**src/rtl/cla_adder_pipe.sv**
```systemverilog
// cla_adder_pipe: two-stage pipelined WIDTH-bit carry-lookahead adder/subtractor with valid/ready.
// Optional V/Z flag outputs are built only when CLA_FLAGS_EN is defined. Revision: 1.0
`default_nettype none

module cla_adder_pipe #(
  parameter int WIDTH = 16,
  parameter int GROUP = 4
) (
  input  logic             clk,
  input  logic             rst_n,
  input  logic             in_valid,
  output logic             in_ready,
  input  logic [WIDTH-1:0] A,
  input  logic [WIDTH-1:0] B,
  input  logic             Cin,
  input  logic             sub,
  output logic             out_valid,
  input  logic             out_ready,
  output logic [WIDTH-1:0] S,
  output logic             Cout,
  output logic             PG,
  output logic             GG,
  output logic             V,
  output logic             Z
);

  localparam int NG = WIDTH / GROUP;

  generate
    if ((WIDTH % GROUP) != 0 || WIDTH < GROUP || GROUP < 2 || GROUP > 8) begin : g_param_check
      $fatal(1, "cla_adder_pipe: WIDTH must be a multiple of GROUP, GROUP in 2..8");
    end
  endgenerate

  logic             s1_valid_q, s1_valid_d;
  logic             out_valid_q, out_valid_d;
  logic             s2_adv, accept, s2_load;
  logic [WIDTH-1:0] p_d, g_d, p_q, g_q;
  logic             c0_d, c0_q;
  logic [NG-1:0]    gp_d, gg_d, gp_q, gg_q;
  logic [NG:0]      c_grp;
  logic [WIDTH-1:0] c_bit;
  logic             word_gg;
  logic [WIDTH-1:0] s_d, s_q;
  logic             cout_q, pg_q, ggw_q;

  assign s2_adv   = !out_valid_q || out_ready;
  assign in_ready = !s1_valid_q || s2_adv;
  assign accept   = in_valid && in_ready;
  assign s2_load  = s1_valid_q && s2_adv;

  assign s1_valid_d  = accept ? 1'b1 : (s2_adv ? 1'b0 : s1_valid_q);
  assign out_valid_d = s2_adv ? s1_valid_q : out_valid_q;

  // Stage 1: effective operand, bit p/g and group P/G with carry-in 0
  always_comb begin
    logic [WIDTH-1:0] be;
    logic             term;
    be   = sub ? ~B : B;
    c0_d = sub ? 1'b1 : Cin;
    p_d  = A ^ be;
    g_d  = A & be;
    gp_d = '0;
    gg_d = '0;
    for (int k = 0; k < NG; k++) begin
      gp_d[k] = &p_d[k*GROUP +: GROUP];
      for (int j = 0; j < GROUP; j++) begin
        term = g_d[k*GROUP + j];
        for (int m = j + 1; m < GROUP; m++) term = term & p_d[k*GROUP + m];
        gg_d[k] = gg_d[k] | term;
      end
    end
  end

  // Stage 2: flat second-level lookahead, then in-group lookahead from each C(k)
  always_comb begin
    logic term;
    c_grp    = '0;
    c_grp[0] = c0_q;
    word_gg  = 1'b0;
    for (int k = 0; k < NG; k++) begin
      term = c0_q;
      for (int i = 0; i <= k; i++) term = term & gp_q[i];
      c_grp[k+1] = term;
      for (int j = 0; j <= k; j++) begin
        term = gg_q[j];
        for (int i = j + 1; i <= k; i++) term = term & gp_q[i];
        c_grp[k+1] = c_grp[k+1] | term;
        if (k == NG - 1) word_gg = word_gg | term;
      end
    end
    c_bit = '0;
    for (int k = 0; k < NG; k++) begin
      for (int m = 0; m < GROUP; m++) begin
        term = c_grp[k];
        for (int i = 0; i < m; i++) term = term & p_q[k*GROUP + i];
        c_bit[k*GROUP + m] = term;
        for (int j = 0; j < m; j++) begin
          term = g_q[k*GROUP + j];
          for (int i = j + 1; i < m; i++) term = term & p_q[k*GROUP + i];
          c_bit[k*GROUP + m] = c_bit[k*GROUP + m] | term;
        end
      end
    end
    s_d = p_q ^ c_bit;
  end

  always_ff @(posedge clk or negedge rst_n) begin
    if (!rst_n) begin
      s1_valid_q <= 1'b0;
      p_q        <= '0;
      g_q        <= '0;
      c0_q       <= 1'b0;
      gp_q       <= '0;
      gg_q       <= '0;
    end else begin
      s1_valid_q <= s1_valid_d;
      if (accept) begin
        p_q  <= p_d;
        g_q  <= g_d;
        c0_q <= c0_d;
        gp_q <= gp_d;
        gg_q <= gg_d;
      end
    end
  end

  always_ff @(posedge clk or negedge rst_n) begin
    if (!rst_n) begin
      out_valid_q <= 1'b0;
      s_q         <= '0;
      cout_q      <= 1'b0;
      pg_q        <= 1'b0;
      ggw_q       <= 1'b0;
    end else begin
      out_valid_q <= out_valid_d;
      if (s2_load) begin
        s_q    <= s_d;
        cout_q <= c_grp[NG];
        pg_q   <= &gp_q;
        ggw_q  <= word_gg;
      end
    end
  end

  assign out_valid = out_valid_q;
  assign S         = s_q;
  assign Cout      = cout_q;
  assign PG        = pg_q;
  assign GG        = ggw_q;

`ifdef CLA_FLAGS_EN
  logic v_q, z_q;
  always_ff @(posedge clk or negedge rst_n) begin
    if (!rst_n) begin
      v_q <= 1'b0;
      z_q <= 1'b0;
    end else if (s2_load) begin
      v_q <= c_bit[WIDTH-1] ^ c_grp[NG];
      z_q <= (s_d == '0);
    end
  end
  assign V = v_q;
  assign Z = z_q;
`else
  assign V = 1'b0;
  assign Z = 1'b0;
`endif

endmodule

`default_nettype wire

```
**config.mk**
```make
export PLATFORM = sky130hd
export DESIGN_NAME = cla_adder_pipe
export DESIGN_NICKNAME = d
export VERILOG_FILES = /design/src/rtl/cla_adder_pipe.sv
export SDC_FILE = /design/constraint.sdc
export NUM_CORES = 1
export LEC_CHECK = 0
export CORE_MARGIN = 5
export CORE_UTILIZATION = 45
export DETAILED_ROUTE_END_ITERATION = 10
export GPL_TIMING_DRIVEN = 0
export PLACE_DENSITY = 0.82
export SKIP_CTS_REPAIR_TIMING = 1
export SLEW_MARGIN = 20
export SYNTH_ARGS = -nofsm -noshare
export SYNTH_HDL_FRONTEND = slang
export SYNTH_SLANG_ARGS = --single-unit
export TNS_END_PERCENT = 100
```
**constraint.sdc**
```tcl
create_clock -name clk -period 3.4 [get_ports clk]
set_input_delay 0.51 -clock clk [delete_from_list [all_inputs] [get_ports clk]]
set_output_delay 0.51 -clock clk [all_outputs]
set_load 0.02 [all_outputs]
```
==> summary.md <==
| Metric | Value |
|---|---|
| Status | finished clean |
| Max H-tree Level | 3 |
| Worst r2r src | c0_q |
| GRT Resource Usage Total | 0.1763 |
| Worst-path fanout max | 4 |
| Crit path DAT | 1740 ps |
| Met3 global-route usage | 0.04417 |
| Top-count cell post-synth | nand2_1 |
| Number of top-level pins | 61 |
| Post-synth top cells | nand2_1 (104), dfrtp_1 (58), xor2_1 (24) |
| Crit path from | out_ready |
| Final clock skew | 4.982 ps |
| RSZ-0062 raised after global routing | no |
| Clock sink count | 58 |
| Final Cycle Share | 0.6631 |
| Die Span Y | 90.77 microns |
| First-pass GRT wire length | 11390 microns |
| DR vias | 2380 |
| Final cell count without fillers | 457 |
| Initial core utilization | 0.4623 |
| Maxcap violations | 0 |
| Drt wl/cell | 14.82 microns |
| Port buffer count | 57 |
| Post-synthesis sequential area ratio | 0.4945 |
| Mapped cell area | 0.002935 sq mm |
| R2R depth | 8 |
| Max Clk Rate | 443.5 MHz |
| Pwr/cell area | 593.4 mW/mm^2 |
| CP Class | in -> out |
| Finish-stage setup viols | 0 |
| Met1 usage | 0.2261 |
| DRC violations left | 0 |
| Detailed Routing Iterations Pass 1 | 6 |
| Ant. Diodes | 0 |
| Total leakage power | 1.864 nW |
| Slowest Stage Delay on Critical Path | 620 ps |
| Clk Latency, worst-skew pair | 340 ps |
| Slew @ Worst Pin | 713.6 ps |
| Flop2flop setup slack | 1420 ps |
| Final Max Tran Viols | 0 |
| Placed cells | 441 |
| Final setup margin | 1145 ps |
| CP Capture Type | output port |
| Crit-path cells | clkdlybuf4s50_1 > nand3b_2 > clkdlybuf4s50_1 |
| Synth area leaders | dfrtp_1 (49%), nand2_1 (13%), ha_1 (8.5%) |
| Worst endpoint required time | 2890 ps |
| Crit path top cell by count | clkdlybuf4s50_1 |
| Core outline area | 0.006350 sq mm |
| Die X | 90.77 microns |
| CTS tree | yes |
| Slew headroom | 0.5243 |
| HPWL after DPL | 4990 microns |
| Row count | 29 |
| Die area | 0.008238 sq mm |
| Delay-heaviest family, CP | buffers and inverters |
| Yosys Warn Count | 0 |
| Max Root-Sink Buffers | 2 |
| M2 GR Usage | 0.2839 |
| Setup TNS Final | 0 ps |
| Dominant cell type by area after synthesis | dfrtp_1 |
| Fin crit period | 2255 ps |
| CTS Root Cell | clkbuf_8 |
| Syn Inst Count | 306 |
| HP Class | in -> async |
| Post-synth top area share | 0.4945 |
| Main synth FF type | dfrtp_1 |
| Drt total wl | 6773 microns |
| Core Util, Final | 0.5963 |
| Dpl ws | 1147 ps |
| Yosys cell types | 28 |
| Register Area | 0.001451 sq mm |
| Area growth syn-to-layout | 28.99% |
| Largest net degree at the start of global routing | 59 |
| Final Wtd Congestion | 0.8150 |
| Avg Cell Area, Syn | 9.593 sq um |
| Antenna Nets Post-Route | 0 |
| Share of layout cells above drive strength 1 | 0.09474 |
| # nets final | 433 |
| Busiest metal layer after global routing | met2 |
| Initial DRC count | 171 |
| Vias in the first global route | 2333 |
| CTS clock-pin slew for the worst setup and hold paths | 60 ps |
| Seq cells post-synth | 58 |
| Post-layout power | 2.247 mW |
| Slowest library cell on the worst path | clkdlybuf4s50_1 |
| Post-DR vias/cell | 5.208 |
| Multi-input logic area | 0.001385 sq mm |
| Clock buffer count from CTS | 9 |
| Total gr overflow | 0 |
| Ys async rst share | 1.000 |
| Final Hold Vio Count | 0 |
| Worst path bufs/invs | 2 |
| CP Launch Type | input pin |
| Reg2reg end | S[15] |
| EDFF count, synth | 0 |
| Fill count | 557 |
| Stages on the worst setup path | 3 |
| Peak VDD IR | 0.3109 mV |
| Setup crit end | in_ready |
| Initial antenna violation count | 0 |
## flip-flops by register name, summed over array words and instances (netlist names)
name / cells
g_q: 12
out_valid: 1
gg_q: 4
PG: 1
Cout: 1
c0_q: 1
S: 16
s1_valid_q: 1
p_q: 16
gp_q: 4
GG: 1
## placed cells by master (no fill, tap or decap)
cell             Yosys  layout
a21o_1              12      12
nand2b_1             2       2
o21ai_0             15      15
nand3_1              5       5
a31oi_1              4       4
dfrtp_1             58      58
buf_2                7       7
clkbuf_1             1       3
a21oi_1             11      11
nand2_1            104     104
ha_1                20      20
or2b_1               1       1
buf_6                3       3
o21a_1               4       4
xor2_1              24      24
nor2_1               8       8
clkbuf_8             0      12
nand3b_2             1       1
o31ai_1              4       4
clkinv_2             0       2
nand4_1              5       5
conb_1               1       2
and2_4               1       1
mux2_2               4       4
nor3_1               4       4
buf_8                1       1
nand2_2              2       2
clkdlybuf4s50_1      0      56
a41o_1               1       1
a211oi_1             1       1
buf_4                2       3
## routing by layer
metal / wire [microns] / up-vias
met5: 0 / -
li1: - / 1156
met2: 3407 / 66
met4: 93 / 0
met3: 456 / 8
met1: 2816 / 1150
## power by group
group	switching [mW]	internal [mW]	leakage [nW]	total (mW)
Combinational	0.364	0.350	1.05	0.715
Clock	0.264	0.322	0.0965	0.586
Sequential	0.103	0.843	0.714	0.946
Total	0.731	1.52	1.86	2.25
## logic make-up (layout without fill, tap and decap cells)
kind of cell,count (synthesis),in the layout,share of synthesized area
fa+ha+maj,20,20,0.08525
buf+inv,14,87,0.03495
compound gates,52,52,0.1100
simple gates,133,133,0.1871
flops,58,58,0.4945
other cells,1,2,0.001278
mux,4,4,0.01534
xor+xnor,24,24,0.07161
## worst reg2reg max path, stage by stage (launching register included)
cell	delay [ps]
dfrtp_1	420
a21o_1	220
a21o_1	210
a21o_1	200
ha_1	200
o21a_1	200
a21oi_1	190
xor2_1	150
o21ai_0	80
## area by class of cell
cell class	count	share of cell area
Sequential cell	58	0.3833
Multi-Input combinational cell	235	0.3658
Timing Repair Buffer	57	0.1500
Clock buffer	14	0.04560
Buffer	14	0.02710
Tap cell	77	0.02545
Clock inverter	2	0.002644
## stage by stage
stage	hold slack, ps	instance area (sq um)
3_3_place_gp	461.2	3606
5_1_grt	287.1	3786
4_1_cts	249.4	3786
6_report	224.7	3786
3_5_place_dp	468.5	3603
2_1_floorplan	214.4	2939
## how the worst min path moves through the flow
stage | from | end | slack, ps | cells past startpoint
detailed placement | S[1] | S[1] | 470 | 2
global placement | S[10] | S[10] | 460 | 2
global route | rst_n | g_q[4] | 290 | 1
CTS | rst_n | p_q[1] | 250 | 1
finish | rst_n | S[7] | 220 | 1
floorplan | rst_n | Cout | 210 | 0
(Power assumes the default switching activity.)
